==> src/rtl/msk_rx_pkg.sv <==
// Shared types and default tuning constants for the MSK receive acquisition sequencer.
package msk_rx_pkg;

  typedef enum logic [2:0] {
    ST_IDLE   = 3'd0,
    ST_SETTLE = 3'd1,
    ST_CFO    = 3'd2,
    ST_APPLY  = 3'd3,
    ST_VERIFY = 3'd4,
    ST_TRACK  = 3'd5,
    ST_RETRY  = 3'd6,
    ST_FAIL   = 3'd7
  } acq_state_t;

  localparam int WERR_DEF         = 18;
  localparam int FW_DEF           = 32;
  localparam int SETTLE_SYMS_DEF  = 256;
  localparam int CFO_TIMEOUT_DEF  = 4096;
  localparam int WIN_LOG2_DEF     = 6;
  localparam int LOCK_THR_DEF     = 1 << 20;
  localparam int UNLOCK_THR_DEF   = 1 << 22;
  localparam int LOSS_WINDOWS_DEF = 3;
  localparam int MAX_RETRY_DEF    = 7;

  function automatic int max_int(input int a, input int b);
    return (a > b) ? a : b;
  endfunction

endpackage

==> src/rtl/msk_rx_acq_ctrl_lock_det.sv <==
// Windowed |TED error| accumulator: sums 2**WIN_LOG2 clamped magnitudes, then reports and restarts.
module msk_lock_det
  import msk_rx_pkg::*;
#(
  parameter int WERR     = WERR_DEF,
  parameter int WIN_LOG2 = WIN_LOG2_DEF
) (
  input  logic                     clk,
  input  logic                     rst,
  input  logic                     clr,
  input  logic [WERR-1:0]          ek,
  input  logic                     ek_val,
  output logic [WERR+WIN_LOG2-1:0] sum,
  output logic                     win_done
);

  localparam int SW = WERR + WIN_LOG2;

  logic [WERR-1:0]     abs_val;
  logic [SW-1:0]       acc;
  logic [SW-1:0]       acc_next;
  logic [WIN_LOG2-1:0] cnt;

  // The most negative code has no positive twin, so it is clamped to the largest positive value.
  always_comb begin
    abs_val = ek;
    if (ek == {1'b1, {(WERR-1){1'b0}}})
      abs_val = {1'b0, {(WERR-1){1'b1}}};
    else if (ek[WERR-1])
      abs_val = '0 - ek;
    acc_next = acc + {{WIN_LOG2{1'b0}}, abs_val};
  end

  always_ff @(posedge clk or posedge rst) begin
    if (rst) begin
      acc      <= '0;
      cnt      <= '0;
      sum      <= '0;
      win_done <= 1'b0;
    end else begin
      win_done <= 1'b0;
      if (clr) begin
        acc <= '0;
        cnt <= '0;
      end else if (ek_val) begin
        if (cnt == '1) begin
          sum      <= acc_next;
          win_done <= 1'b1;
          acc      <= '0;
          cnt      <= '0;
        end else begin
          acc <= acc_next;
          cnt <= cnt + 1'b1;
        end
      end
    end
  end

endmodule

==> src/rtl/msk_rx_acq_ctrl.sv <==
// MSK receive acquisition/tracking sequencer: timing settle, coarse CFO load, lock qualification, retry.
module msk_rx_acq_ctrl
  import msk_rx_pkg::*;
#(
  parameter int WERR         = WERR_DEF,
  parameter int FW           = FW_DEF,
  parameter int SETTLE_SYMS  = SETTLE_SYMS_DEF,
  parameter int CFO_TIMEOUT  = CFO_TIMEOUT_DEF,
  parameter int WIN_LOG2     = WIN_LOG2_DEF,
  parameter int LOCK_THR     = LOCK_THR_DEF,
  parameter int UNLOCK_THR   = UNLOCK_THR_DEF,
  parameter int LOSS_WINDOWS = LOSS_WINDOWS_DEF,
  parameter int MAX_RETRY    = MAX_RETRY_DEF
) (
  input  logic            clk,
  input  logic            rst,
  input  logic            en_i,
  input  logic            restart_i,
  input  logic            sym_val_i,
  input  logic [WERR-1:0] ek_i,
  input  logic            ek_val_i,
  input  logic            cfo_done_i,
  input  logic [FW-1:0]   cfo_freq_i,
  output logic            timing_en_o,
  output logic            cfo_en_o,
  output logic [FW-1:0]   freq_word_o,
  output logic            freq_word_val_o,
  output logic            locked_o,
  output logic            fail_o,
  output logic [2:0]      state_o,
  output logic [2:0]      retry_cnt_o
);

  localparam int SW = WERR + WIN_LOG2;
  localparam int CW = $clog2(max_int(SETTLE_SYMS, CFO_TIMEOUT) + 1);
  localparam int LW = $clog2(LOSS_WINDOWS + 1);

  acq_state_t     state;
  acq_state_t     state_next;
  logic [CW-1:0]  sym_cnt;
  logic [LW-1:0]  loss_cnt;
  logic [2:0]     retry_cnt;
  logic [SW-1:0]  win_sum;
  logic           win_done;
  logic           abort;
  logic           settle_done;
  logic           cfo_timeout;
  logic           win_bad;
  logic           loss_trip;
  logic           det_clr;
  logic           det_val;

  assign abort       = !en_i || restart_i;
  assign settle_done = sym_val_i && (sym_cnt == CW'(SETTLE_SYMS - 1));
  assign cfo_timeout = sym_val_i && (sym_cnt == CW'(CFO_TIMEOUT - 1));
  assign win_bad     = win_sum > SW'(UNLOCK_THR);
  assign loss_trip   = win_done && win_bad && (loss_cnt == LW'(LOSS_WINDOWS - 1));
  assign det_clr     = (state_next != state) && (state_next == ST_VERIFY || state_next == ST_TRACK);
  assign det_val     = ek_val_i && (state == ST_VERIFY || state == ST_TRACK);
  assign state_o     = state;
  assign retry_cnt_o = retry_cnt;

  msk_lock_det #(.WERR(WERR), .WIN_LOG2(WIN_LOG2)) u_lock_det (
    .clk      (clk),
    .rst      (rst),
    .clr      (det_clr),
    .ek       (ek_i),
    .ek_val   (det_val),
    .sum      (win_sum),
    .win_done (win_done)
  );

  always_ff @(posedge clk or posedge rst) begin
    if (rst) state <= ST_IDLE;
    else     state <= state_next;
  end

  // A CFO estimate arriving on the timeout symbol still counts as a success.
  always_comb begin
    state_next = state;
    if (abort) begin
      state_next = ST_IDLE;
    end else begin
      case (state)
        ST_IDLE:   state_next = ST_SETTLE;
        ST_SETTLE: if (settle_done) state_next = ST_CFO;
        ST_CFO: begin
          if (cfo_done_i)       state_next = ST_APPLY;
          else if (cfo_timeout) state_next = ST_RETRY;
        end
        ST_APPLY:  state_next = ST_VERIFY;
        ST_VERIFY: if (win_done) state_next = (win_sum <= SW'(LOCK_THR)) ? ST_TRACK : ST_RETRY;
        ST_TRACK:  if (loss_trip) state_next = ST_RETRY;
        ST_RETRY:  state_next = (retry_cnt == 3'(MAX_RETRY)) ? ST_FAIL : ST_SETTLE;
        ST_FAIL:   state_next = ST_FAIL;
        default:   state_next = ST_IDLE;
      endcase
    end
  end

  always_ff @(posedge clk or posedge rst) begin
    if (rst) begin
      sym_cnt   <= '0;
      loss_cnt  <= '0;
      retry_cnt <= '0;
    end else begin
      if (state_next != state)
        sym_cnt <= '0;
      else if (sym_val_i && (state == ST_SETTLE || state == ST_CFO) && sym_cnt != '1)
        sym_cnt <= sym_cnt + 1'b1;

      if (state != ST_TRACK)
        loss_cnt <= '0;
      else if (win_done)
        loss_cnt <= win_bad ? ((loss_cnt != '1) ? loss_cnt + 1'b1 : loss_cnt) : '0;

      if (state_next == ST_IDLE)
        retry_cnt <= '0;
      else if (state_next == ST_RETRY && state != ST_RETRY && retry_cnt != 3'd7)
        retry_cnt <= retry_cnt + 1'b1;
    end
  end

  // Outputs are decoded from the next state so they line up with the registered state.
  always_ff @(posedge clk or posedge rst) begin
    if (rst) begin
      timing_en_o     <= 1'b0;
      cfo_en_o        <= 1'b0;
      locked_o        <= 1'b0;
      fail_o          <= 1'b0;
      freq_word_o     <= '0;
      freq_word_val_o <= 1'b0;
    end else begin
      timing_en_o     <= (state_next == ST_SETTLE) || (state_next == ST_CFO) ||
                         (state_next == ST_APPLY)  || (state_next == ST_VERIFY) ||
                         (state_next == ST_TRACK);
      cfo_en_o        <= (state_next == ST_CFO);
      locked_o        <= (state_next == ST_TRACK);
      fail_o          <= (state_next == ST_FAIL);
      freq_word_val_o <= 1'b0;
      if (state_next == ST_APPLY && state != ST_APPLY) begin
        freq_word_o     <= cfo_freq_i;
        freq_word_val_o <= 1'b1;
      end else if (state_next == ST_RETRY) begin
        freq_word_o     <= '0;
        freq_word_val_o <= 1'b1;
      end else if (state_next == ST_IDLE && freq_word_o != '0) begin
        freq_word_o     <= '0;
        freq_word_val_o <= 1'b1;
      end
    end
  end

endmodule

==> config.mk <==
export PLATFORM = sky130hd
export DESIGN_NAME = msk_rx_acq_ctrl
export DESIGN_NICKNAME = d
export VERILOG_FILES = /design/src/rtl/msk_rx_pkg.sv /design/src/rtl/msk_rx_acq_ctrl_lock_det.sv /design/src/rtl/msk_rx_acq_ctrl.sv
export SDC_FILE = /design/constraint.sdc
export NUM_CORES = 1
export LEC_CHECK = 0
export ABC_CLOCK_PERIOD_IN_PS = 4100
export CORE_MARGIN = 2
export CORE_UTILIZATION = 45
export CTS_BUF_LIST = sky130_fd_sc_hd__clkbuf_8
export CTS_CLUSTER_DIAMETER = 40
export DETAILED_ROUTE_END_ITERATION = 7
export GPL_TIMING_DRIVEN = 1
export PLACE_DENSITY = 0.69
export SKIP_LAST_GASP = 1
export SYNTH_ARGS = -nofsm -noshare
export SYNTH_HDL_FRONTEND = slang
export SYNTH_SLANG_ARGS = --single-unit
==> constraint.sdc <==
create_clock -name clk -period 4.1 [get_ports clk]
set_input_delay 0.82 -clock clk [delete_from_list [all_inputs] [get_ports clk]]
set_output_delay 0.82 -clock clk [all_outputs]
set_load 0.1 [all_outputs]
==> qor.csv <==
stage;metric;value;unit
cts;cts_sinks;113;
yosys;synth_flop_cell;dfrtp_1;
global_route;grt_pass1_wl;27.4;mm
sta;timing.hold.ws;0.491;ns
yosys;synthMuxAreaShare;4.77;%
cts;clk_latency;0.43;ns
yosys;synth-seq-cells;113;
placement;hpwl;11.7;mm
detailed_routing;routedWlPerCell;16.6;um
sta;rsz0062_at_grt;true;
yosys;synthXorXnorAreaFrac;6.88;%
run_status;status;finished, final reports clean;
sta;worst_pin_slew;1.03;ns
yosys;synthSimpleGateAreaFrac;16.2;%
sta;setup_viol;0;
yosys;synth_nets;699;
global_route;grt_pass1_vias;5790;
floorplan;fp.dieArea;0.0148;mm2
worst_setup_path;arrival;4.40;ns
pwr;finalPower;2.42;mW
sta;fmax;247;MHz
worst_setup_path;cp_max_fo;5;
worst_setup_path;critPathMaxStageDelay;0.55;ns
pwr;p_clk_share;41.9;%
yosys;seq_area_frac_synth;45.3;%
global_route;antenna_found_initial;0;
sta;skew;0.00776;ns
finish;syn_to_final_growth;41.5;%
worst_setup_path;path_buf_inv;2;
sta;timing.slew.headroom;31.1;%
cts;cts_tree;built;
sta;finalSetupTns;0;ns
placement;place_congestion;0.895;
detailed_routing;drt_iter0_drc;300;
yosys;synth_cell_types;62;
global_route;grtUsageTotal;23.1;%
worst_setup_path;slowest_stage;or4_4;
cts;path_clk_slew;0.06;ns
floorplan;row_count;43;
placement;port_buffers;99;
sta;fin_ws;0.0454;ns
floorplan;core-area;0.0137;mm2
pwr;p_int;1.84;mW
yosys;syn_area_per_cell;10.1;um2
finish;nets;896;
worst_setup_path;worstSetupEndpointType;register;
yosys;yosysWarnings;0;
floorplan;die_h;122;um
worst_setup_path;cp.required;4.45;ns
finish;antenna_cells;0;
cts;cts_max_level;4;
yosys;synth_edf_count;0;
worst_setup_path;worst-setup-path-type;in -> reg;
yosys;synth_top_family_by_area;compound AO/OA/AOI/OAI gates;
detailed_routing;ant_nets;0;
detailed_routing;dr.pass1.iters;5;
floorplan;start_util;45.5;%
yosys;synthArstFlopShare;100;%
sta;final_hold_viol_count;0;
pwr;leakagePower;4.16;nW
pwr;switchingPower;580;uW
cts;numCtsBuffers;17;
cts;ctsRootBufferMaster;clkbuf_8;
yosys;synthAdderAreaFrac;5.33;%
global_route;grt_max_degree;61;
finish;drive_gt1_share;24.3;%
finish;postLayoutCoreUtil;64.3;%
yosys;synth_compound_area_share;18.6;%
worst_setup_path;start_kind;input pin;
floorplan;die_x;122;um
placement;dp_slack;-0.868;ns
sta;fin_crit_sh;98.9;%
yosys;syn_inst;616;
floorplan;ioPinCount;100;
detailed_routing;wirelength;16.7;mm
worst_hold_path;hp-class;reg -> reg;
global_route;grt_overflow;0;
yosys;syn_area;0.00624;mm2
cts;clock_path_buffers;2;
worst_setup_path;cp_top_family;simple AND/OR/NAND/NOR gates;
pwr;combinationalPowerShare;11.8;%
sta;min_period;4.05;ns
worst_setup_path;crit_path_cell_trace;buf_6, or4_4, nor4_4, nand2b_4, or3_4, buf_6, nand2_4, ha_4, o211ai_1, o211ai_1, nor3b_4, o21ai_2, a211oi_4, o2111ai_2, or3_1, a31oi_1;
detailed_routing;routed_via_density;5.52;
pwr;pwr_density_cell;274;mW/mm2
pwr;ir_worst_vdd;0.232;mV
detailed_routing;vias;5558;
pwr;swShare;23.9;%
detailed_routing;route.detailed.drc;0;
flow_run;cap_violations;0;
sta;final_max_slew_viol_count;0;
pwr;pwr-share-seq;46.3;%
==> power groups by stage <==
| stage | registers, mW | logic (mW) | clock network (mW) |
|---|---|---|---|
| 3_5_place_dp | 1.14 | 0.269 | 0 |
| 3_3_place_gp | 1.14 | 0.262 | 0 |
| 5_1_grt | 1.12 | 0.310 | 1.09 |
| 2_1_floorplan | 1.15 | 0.122 | 0 |
| 6_report | 1.12 | 0.285 | 1.01 |
| 4_1_cts | 1.12 | 0.275 | 1.04 |
==> sequential cells by signal, summed over array words and instances, names as in the netlist, 2 cells and up <==
register        cells
freq_word_o        32
loss_cnt            2
retry_cnt_o         3
state_o             3
sym_cnt            13
u_lock_det.acc     24
u_lock_det.cnt      6
u_lock_det.sum     24
==> cells in the final DEF (no fill, tap or decap), types with 6 or more instances in the layout <==
cell type	instances
a31oi_1	8
buf_4	102
and3_1	6
a21oi_1	23
ha_4	7
o21ai_0	10
xor2_1	30
nand4_1	9
nor4_1	13
mux2_1	17
a22oi_1	17
nor2_1	62
clkdlybuf4s50_1	90
a22o_1	33
or3_1	8
o31ai_1	8
nand2_1	37
nand3_1	18
a21o_1	7
ha_1	17
inv_1	20
xnor2_1	19
clkbuf_8	24
dfrtp_1	113
nor3_1	6
==> synthesized netlist by cell type (3+ instances only) <==
cell / n / area, um2
nor2_1: 63 / 236
a211oi_1: 3 / 22.5
or2_2: 3 / 18.8
mux2_2: 5 / 56.3
nand3b_1: 3 / 22.5
a31oi_1: 8 / 50.1
o41ai_1: 4 / 35.0
dfrtp_1: 113 / 2830
mux2i_1: 5 / 50.1
nand4_1: 9 / 56.3
nand2b_1: 5 / 31.3
o31ai_1: 10 / 75.1
mux2_1: 17 / 191
xor2_1: 30 / 263
inv_1: 19 / 71.3
or3_1: 9 / 56.3
nor2b_1: 5 / 31.3
nor4_1: 14 / 87.6
nand2_1: 43 / 161
a22oi_1: 17 / 128
ha_1: 25 / 313
a21o_1: 7 / 52.6
and3_1: 6 / 37.5
xnor2_1: 19 / 166
a22o_1: 33 / 289
or4_1: 4 / 30.0
nand3_1: 20 / 100
o21ai_0: 18 / 90.1
buf_2: 5 / 25.0
a21oi_1: 27 / 135
o211ai_1: 3 / 22.5
nor3_1: 7 / 35.0
clkbuf_1: 17 / 63.8
==> worst paths after layout <==
check | start | to | slack (ns) | depth (start not counted)
worst max-delay path | ek_i[4] | u_lock_det.acc[23]$_DFFE_PP0P_ | 0.05 | 16
worst min-delay path | u_lock_det.sum[14]$_DFFE_PP0P_ | u_lock_det.sum[14]$_DFFE_PP0P_ | 0.49 | 1
worst max register to register | sym_cnt[0]$_DFFE_PP0P_ | u_lock_det.sum[19]$_DFFE_PP0P_ | 0.96 | 10
worst min register to register | u_lock_det.sum[14]$_DFFE_PP0P_ | u_lock_det.sum[14]$_DFFE_PP0P_ | 0.49 | 1
max in group asynchronous | rst | u_lock_det.sum[2]$_DFFE_PP0P_ | 2.37 | 3
min in group asynchronous | rst | freq_word_o[14]$_DFFE_PP0P_ | 0.88 | 2
==> what timing repair did <==
action | in CTS | in global routing
pin swaps | 16 | 25
resized for setup | 27 | 34
setup buffers | 20 | 8
setup endpoints to repair | 30 | 22
endpoints found under the hold margin | 0 | 0
hold buffers | 0 | 0
==> logic make-up (layout without fill, tap and decap cells) <==
group | count (synthesis) | after routing
simple gates | 202 | 202
xor+xnor | 49 | 49
flops | 113 | 113
buf+inv | 43 | 253
fa+ha+maj | 26 | 26
mux | 27 | 27
compound gates | 156 | 156
==> per-layer routing <==
| layer | up-vias | routed length, um | global-route usage (%) |
|---|---|---|---|
| li1 | 2679 | - | - |
| met1 | 2739 | 7440 | 29.8 |
| met2 | 112 | 8370 | 38.6 |
| met3 | 28 | 480 | 4.96 |
| met4 | 0 | 380 | 7.90 |
| met5 | - | 0 | 0 |
==> worst reg2reg max path, delay by kind of cell, from the launching register on <==
kind | cells | cell delay (ns)
DFF | 1 | 0.40
muxes | 1 | 0.36
AOI/OAI and AO/OA | 4 | 0.83
buffers and inverters | 1 | 0.27
and+or+nand+nor | 3 | 0.96
adders and majority gates | 1 | 0.19
==> layout make-up <==
| cell class | count | area (um2) |
|---|---|---|
| Inverter | 19 | 73.8 |
| Timing Repair Buffer | 202 | 1740 |
| Clock inverter | 8 | 60.1 |
| Fill cell | 1100 | 4890 |
| Tap cell | 180 | 225 |
| Clock buffer | 24 | 330 |
| Multi-Input combinational cell | 460 | 3570 |
| Sequential cell | 113 | 2830 |
==> per-stage QoR <==
step | instances | area, um2
2_1_floorplan | 616 | 6430
3_3_place_gp | 946 | 8110
3_5_place_dp | 946 | 8110
4_1_cts | 998 | 8680
5_1_grt | 1006 | 8830
6_report | 1006 | 8830
(Power assumes the default switching activity.)
==> RTL change 1: new RTL, same flow settings <==
Make the reset (`rst`) synchronous in 4 clocked blocks.
--- a/src/rtl/msk_rx_acq_ctrl_lock_det.sv
+++ b/src/rtl/msk_rx_acq_ctrl_lock_det.sv
@@ -31,7 +31,7 @@
     acc_next = acc + {{WIN_LOG2{1'b0}}, abs_val};
   end
 
-  always_ff @(posedge clk or posedge rst) begin
+  always_ff @(posedge clk) begin
     if (rst) begin
       acc      <= '0;
       cnt      <= '0;
--- a/src/rtl/msk_rx_acq_ctrl.sv
+++ b/src/rtl/msk_rx_acq_ctrl.sv
@@ -70,7 +70,7 @@
     .win_done (win_done)
   );
 
-  always_ff @(posedge clk or posedge rst) begin
+  always_ff @(posedge clk) begin
     if (rst) state <= ST_IDLE;
     else     state <= state_next;
   end
@@ -98,7 +98,7 @@
     end
   end
 
-  always_ff @(posedge clk or posedge rst) begin
+  always_ff @(posedge clk) begin
     if (rst) begin
       sym_cnt   <= '0;
       loss_cnt  <= '0;
@@ -122,7 +122,7 @@
   end
 
   // Outputs are decoded from the next state so they line up with the registered state.
-  always_ff @(posedge clk or posedge rst) begin
+  always_ff @(posedge clk) begin
     if (rst) begin
       timing_en_o     <= 1'b0;
       cfo_en_o        <= 1'b0;
Function: differs if rst is asserted again (counterexample within 4 cycles, from zero or initial values and one cycle with rst high); with rst held inactive, the same outputs for 10 cycles.
==> RTL change 1 against the original RTL <==
- the run now ends with negative setup slack left
- total power increased by 0.96%
- critical path depth up 5
- synthesized cell count rose by 8.3%
- wire length is 3.9% lower
- worst setup slack worse by 0.047 ns
- first-iteration DRC count increased by 13%
- final area fell by 4.2%
- highest routed layer unchanged
- sequential cell count stayed put
- combinational power is 3% lower
- critical endpoint is now u_lock_det.sum[18]
- clock skew rose by 0.0052 ns
- register-to-register slack got worse by 0.52 ns
- area after synthesis decreased by 4.2%
- cell count rose by 3.4%
==> RTL change 1: results (changes against the original RTL) <==
stage,metric,value,unit,change
critical_path,timing.rr.start,u_lock_det.sum[15],,
drt,wl_per_cell,15.4,µm,-7.1%
drt,dr_wl_met2,7940,µm,-5.2%
critical_path,r2r.worst_path.cells,8,,-2
yosys,synth_area_leaders,"dfxtp_1, ha_1, xor2_1, nor2_1, a22o_1",,
drt,met1Wirelength,7150,µm,-3.8%
outcome,status,finished with violations,,
yosys,synth_top_area_share,0.378,,-0.0749
worst_hold_path,hold_start,u_lock_det.sum[19],,
drt,wl_met3,645,µm,+34%
sta,finalSetupViolations,1,,+1
critical_path,rrSetupSlack,0.44,ns,-0.52 ns
critical_path,cpPeakStageDelay,0.41,ns,-0.14 ns
drt,viasPerCell,5.53,,about the same
sta,fin_ws,-0.00203,ns,-0.0474 ns
finish,nFillCells,1057,,-3.9%
power,seq_power_share,0.451,,-0.012
global_route,grtUsageMet2,0.384,,-0.00219
yosys,yosys.cell_types.count,64,,+3.2%
finish,layout.nets,934,,+4.2%
global_route,grt_max_degree,35,,-43%
sta,clock_skew,0.0130,ns,+0.00522 ns
critical_path,reg2reg_to,freq_word_o[9],,
critical_path,cpMaxStageDelayCell,a211o_4,,
yosys,synth_common_cells,"dfxtp_1, nor2_1, nand2_1",,
global_route,grt_pass1_vias,5586,,-3.5%
place,place_ws,-0.840,ns,+0.0274 ns
place,finalWeightedCongestion,0.887,,-0.88%
global_route,use_met3,0.0546,,+0.00497
critical_path,startpoint,ek_i[1],,
sta,whs,0.484,ns,-0.00765 ns
power,p_leak,3.40,nW,-18%
yosys,async_reset_ff_frac,0,,-1.00
yosys,seq_area_frac_synth,0.378,,-0.0749
outcome,violations,negative setup slack,,
critical_path,critPathMaxFanout,8,,+3
global_route,grt.total_usage,0.226,,-0.00548
worst_hold_path,whs_endpoint,u_lock_det.sum[19],,
power,finalPower,2.44,mW,+0.96%
drt,drt_iter0_markers,340,,+13%
-- RTL change 1: cell types whose count changed after synthesis, moves of 5 or more --
cell,unedited run,this run
nor4_1,14,19
nand3_1,20,15
inv_1,19,8
or3_1,9,14
dfxtp_1,0,113
mux2_1,17,0
mux2_2,5,0
mux2i_1,5,23
nor2_1,63,77
dfrtp_1,113,0
nand2_1,43,56
nor3_1,7,19
-- RTL change 1: kinds of logic (layout without fill, tap and decap cells) --
family | count (synthesis) | count (layout) | share of synthesized area
buf+inv | 41 | 238 | 0.0396
xor+xnor | 52 | 52 | 0.0762
flops | 113 | 113 | 0.378
fa+ha+maj | 26 | 26 | 0.0557
mux | 23 | 23 | 0.0385
compound gates | 151 | 151 | 0.189
simple gates | 261 | 261 | 0.223
-- RTL change 1: repair_timing --
action | 4_1_cts | 5_1_grt
gates resized for setup | 36 | 40
setup buffers | 12 | 7
cloned | 0 | 0
setup endpoints to repair | 28 | 22
pin swaps | 23 | 33
-- RTL change 1: final cells by class --
| class | count | area, µm² | area share |
|---|---|---|---|
| sequential | 113 | 2260 | 0.267 |
| multi-input combinational | 513 | 3800 | 0.449 |
| tap | 176 | 220 | 0.0260 |
| clock buffer | 17 | 234 | 0.0277 |
| timing repair buffer | 198 | 1740 | 0.205 |
| clock inverter | 15 | 169 | 0.0200 |
| inverter | 8 | 37.5 | 0.00444 |
-- RTL change 1: metrics by stage --
stage,area [µm²],instances,setup TNS [ns]
CTS,8210,1034,0
floorplan,6040,667,0
finish,8460,1040,-0.00203
global route,8460,1040,-1.74
detailed placement,7660,990,-21.53
global placement,7660,990,-15.70
==> RTL change 2: new RTL, same settings <==
Made on the original files. `LOSS_WINDOWS_DEF`: 3 -> 6.
--- a/src/rtl/msk_rx_pkg.sv
+++ b/src/rtl/msk_rx_pkg.sv
@@ -19,7 +19,7 @@
   localparam int WIN_LOG2_DEF     = 6;
   localparam int LOCK_THR_DEF     = 1 << 20;
   localparam int UNLOCK_THR_DEF   = 1 << 22;
-  localparam int LOSS_WINDOWS_DEF = 3;
+  localparam int LOSS_WINDOWS_DEF = 6;
   localparam int MAX_RETRY_DEF    = 7;
 
   function automatic int max_int(input int a, input int b);
Check against the original RTL: no difference found for any inputs over 10 cycles, from zero or initial values and one cycle with rst high; that may be too few to reach the edited logic, so the function may still have changed.
==> RTL change 2 against the original RTL <==
- area after synthesis up 4.8%
- first-iteration DRC count grew 1.0%
- worst setup slack worse by 0.030 ns
- critical path depth unchanged
- wire length up 0.20%
- core utilization shrank 1.4 points
- cell count grew 0.20%
- total power up 4.4%
- count of clock-buffer cells in the layout shrank 3
- clock skew increased by 0.0048 ns
- sequential cell count grew 1
- hold slack better by 0.0099 ns
- final area increased by 2.4%
- largest power group unchanged
==> RTL change 2: results (changes against the original RTL) <==
stage,metric,value,unit,change
place,place_area,8250,µm²,+1.7%
finish,final-seq-area,2850,µm²,+0.89%
critical_path,critPathMaxFanout,6,,+1
power,p_leak,4.14,nW,-0.51%
finish,inv_count,22,,+3
global_route,gr-usage-met1,0.276,,-0.0215
finish,clock_buffers,21,,-13%
finish,nFillCells,1114,,+1.3%
finish,final_cells,1008,,+0.20%
sta,clock_skew,0.0126,ns,+0.00482 ns
critical_path,crit_end,u_lock_det.sum[15],,
finish,bufAreaShareNonClock,0.186,,-0.0119
critical_path,reg2reg_to,u_lock_det.sum[16],,
power,swShare,0.238,,-0.00165
sta,finalCritPeriodShare,0.996,,+0.00727
finish,multi_input_gates,472,,+2.6%
critical_path,rrSetupSlack,0.98,ns,+0.02 ns
global_route,use_met3,0.0528,,+0.00321
place,place_hpwl,11600,µm,-0.52%
global_route,grt_pass1_wl,27000,µm,-1.5%
place,finalWeightedCongestion,0.906,,+1.2%
die,chipWidth,125,µm,+2.3%
drt,routed_wl,16700,µm,+0.20%
critical_path,critPathTopFamily,compound AO/OA/AOI/OAI gates,,
yosys,synth_area_leaders,"dfrtp_1, a22o_1, ha_1, nand2_1, xor2_1",,
global_route,grt_pass1_vias,5645,,-2.5%
drt,viasPerCell,5.59,,+1.1%
finish,clkCellAreaFrac,0.0464,,+0.00216
power,ir_drop,0.000191,V,-18%
outcome,status,completed,,
yosys,seq_area_frac_synth,0.436,,-0.0169
place,dp.cells,962,,+1.7%
yosys,yosys.cell_types.count,70,,+13%
yosys,synthCells,635,,+3.1%
finish,layout.nets,897,,+0.11%
critical_path,arrival,4.41,ns,about the same
[RTL change 2: metal layers]
layer  share of wire  vias up
met5               0        -
met4           0.022        0
met3           0.049       37
met2            0.48      164
met1            0.45     2738
li1                -     2694
[RTL change 2: how the worst min path moves through the flow]
stage | endpoint | slack (ns) | depth (start not counted) | startpoint
global route | u_lock_det.sum[19] | 0.53 | 2 | u_lock_det.sum[19]
detailed placement | u_lock_det.sum[19] | 0.48 | 2 | u_lock_det.sum[19]
CTS | u_lock_det.sum[19] | 0.50 | 2 | u_lock_det.sum[19]
global placement | u_lock_det.sum[18] | 0.47 | 2 | u_lock_det.sum[18]
floorplan | u_lock_det.sum[13] | 0.45 | 2 | u_lock_det.sum[13]
finish | u_lock_det.sum[19] | 0.50 | 2 | u_lock_det.sum[19]
[RTL change 2: cell families after synthesis]
kind of cell,synth area share
and+or+nand+nor,0.164
adders and majority gates,0.0528
muxes,0.0429
DFF,0.436
xor gates and xnor gates,0.0630
AOI/OAI and AO/OA,0.201
buffers and inverters,0.0400
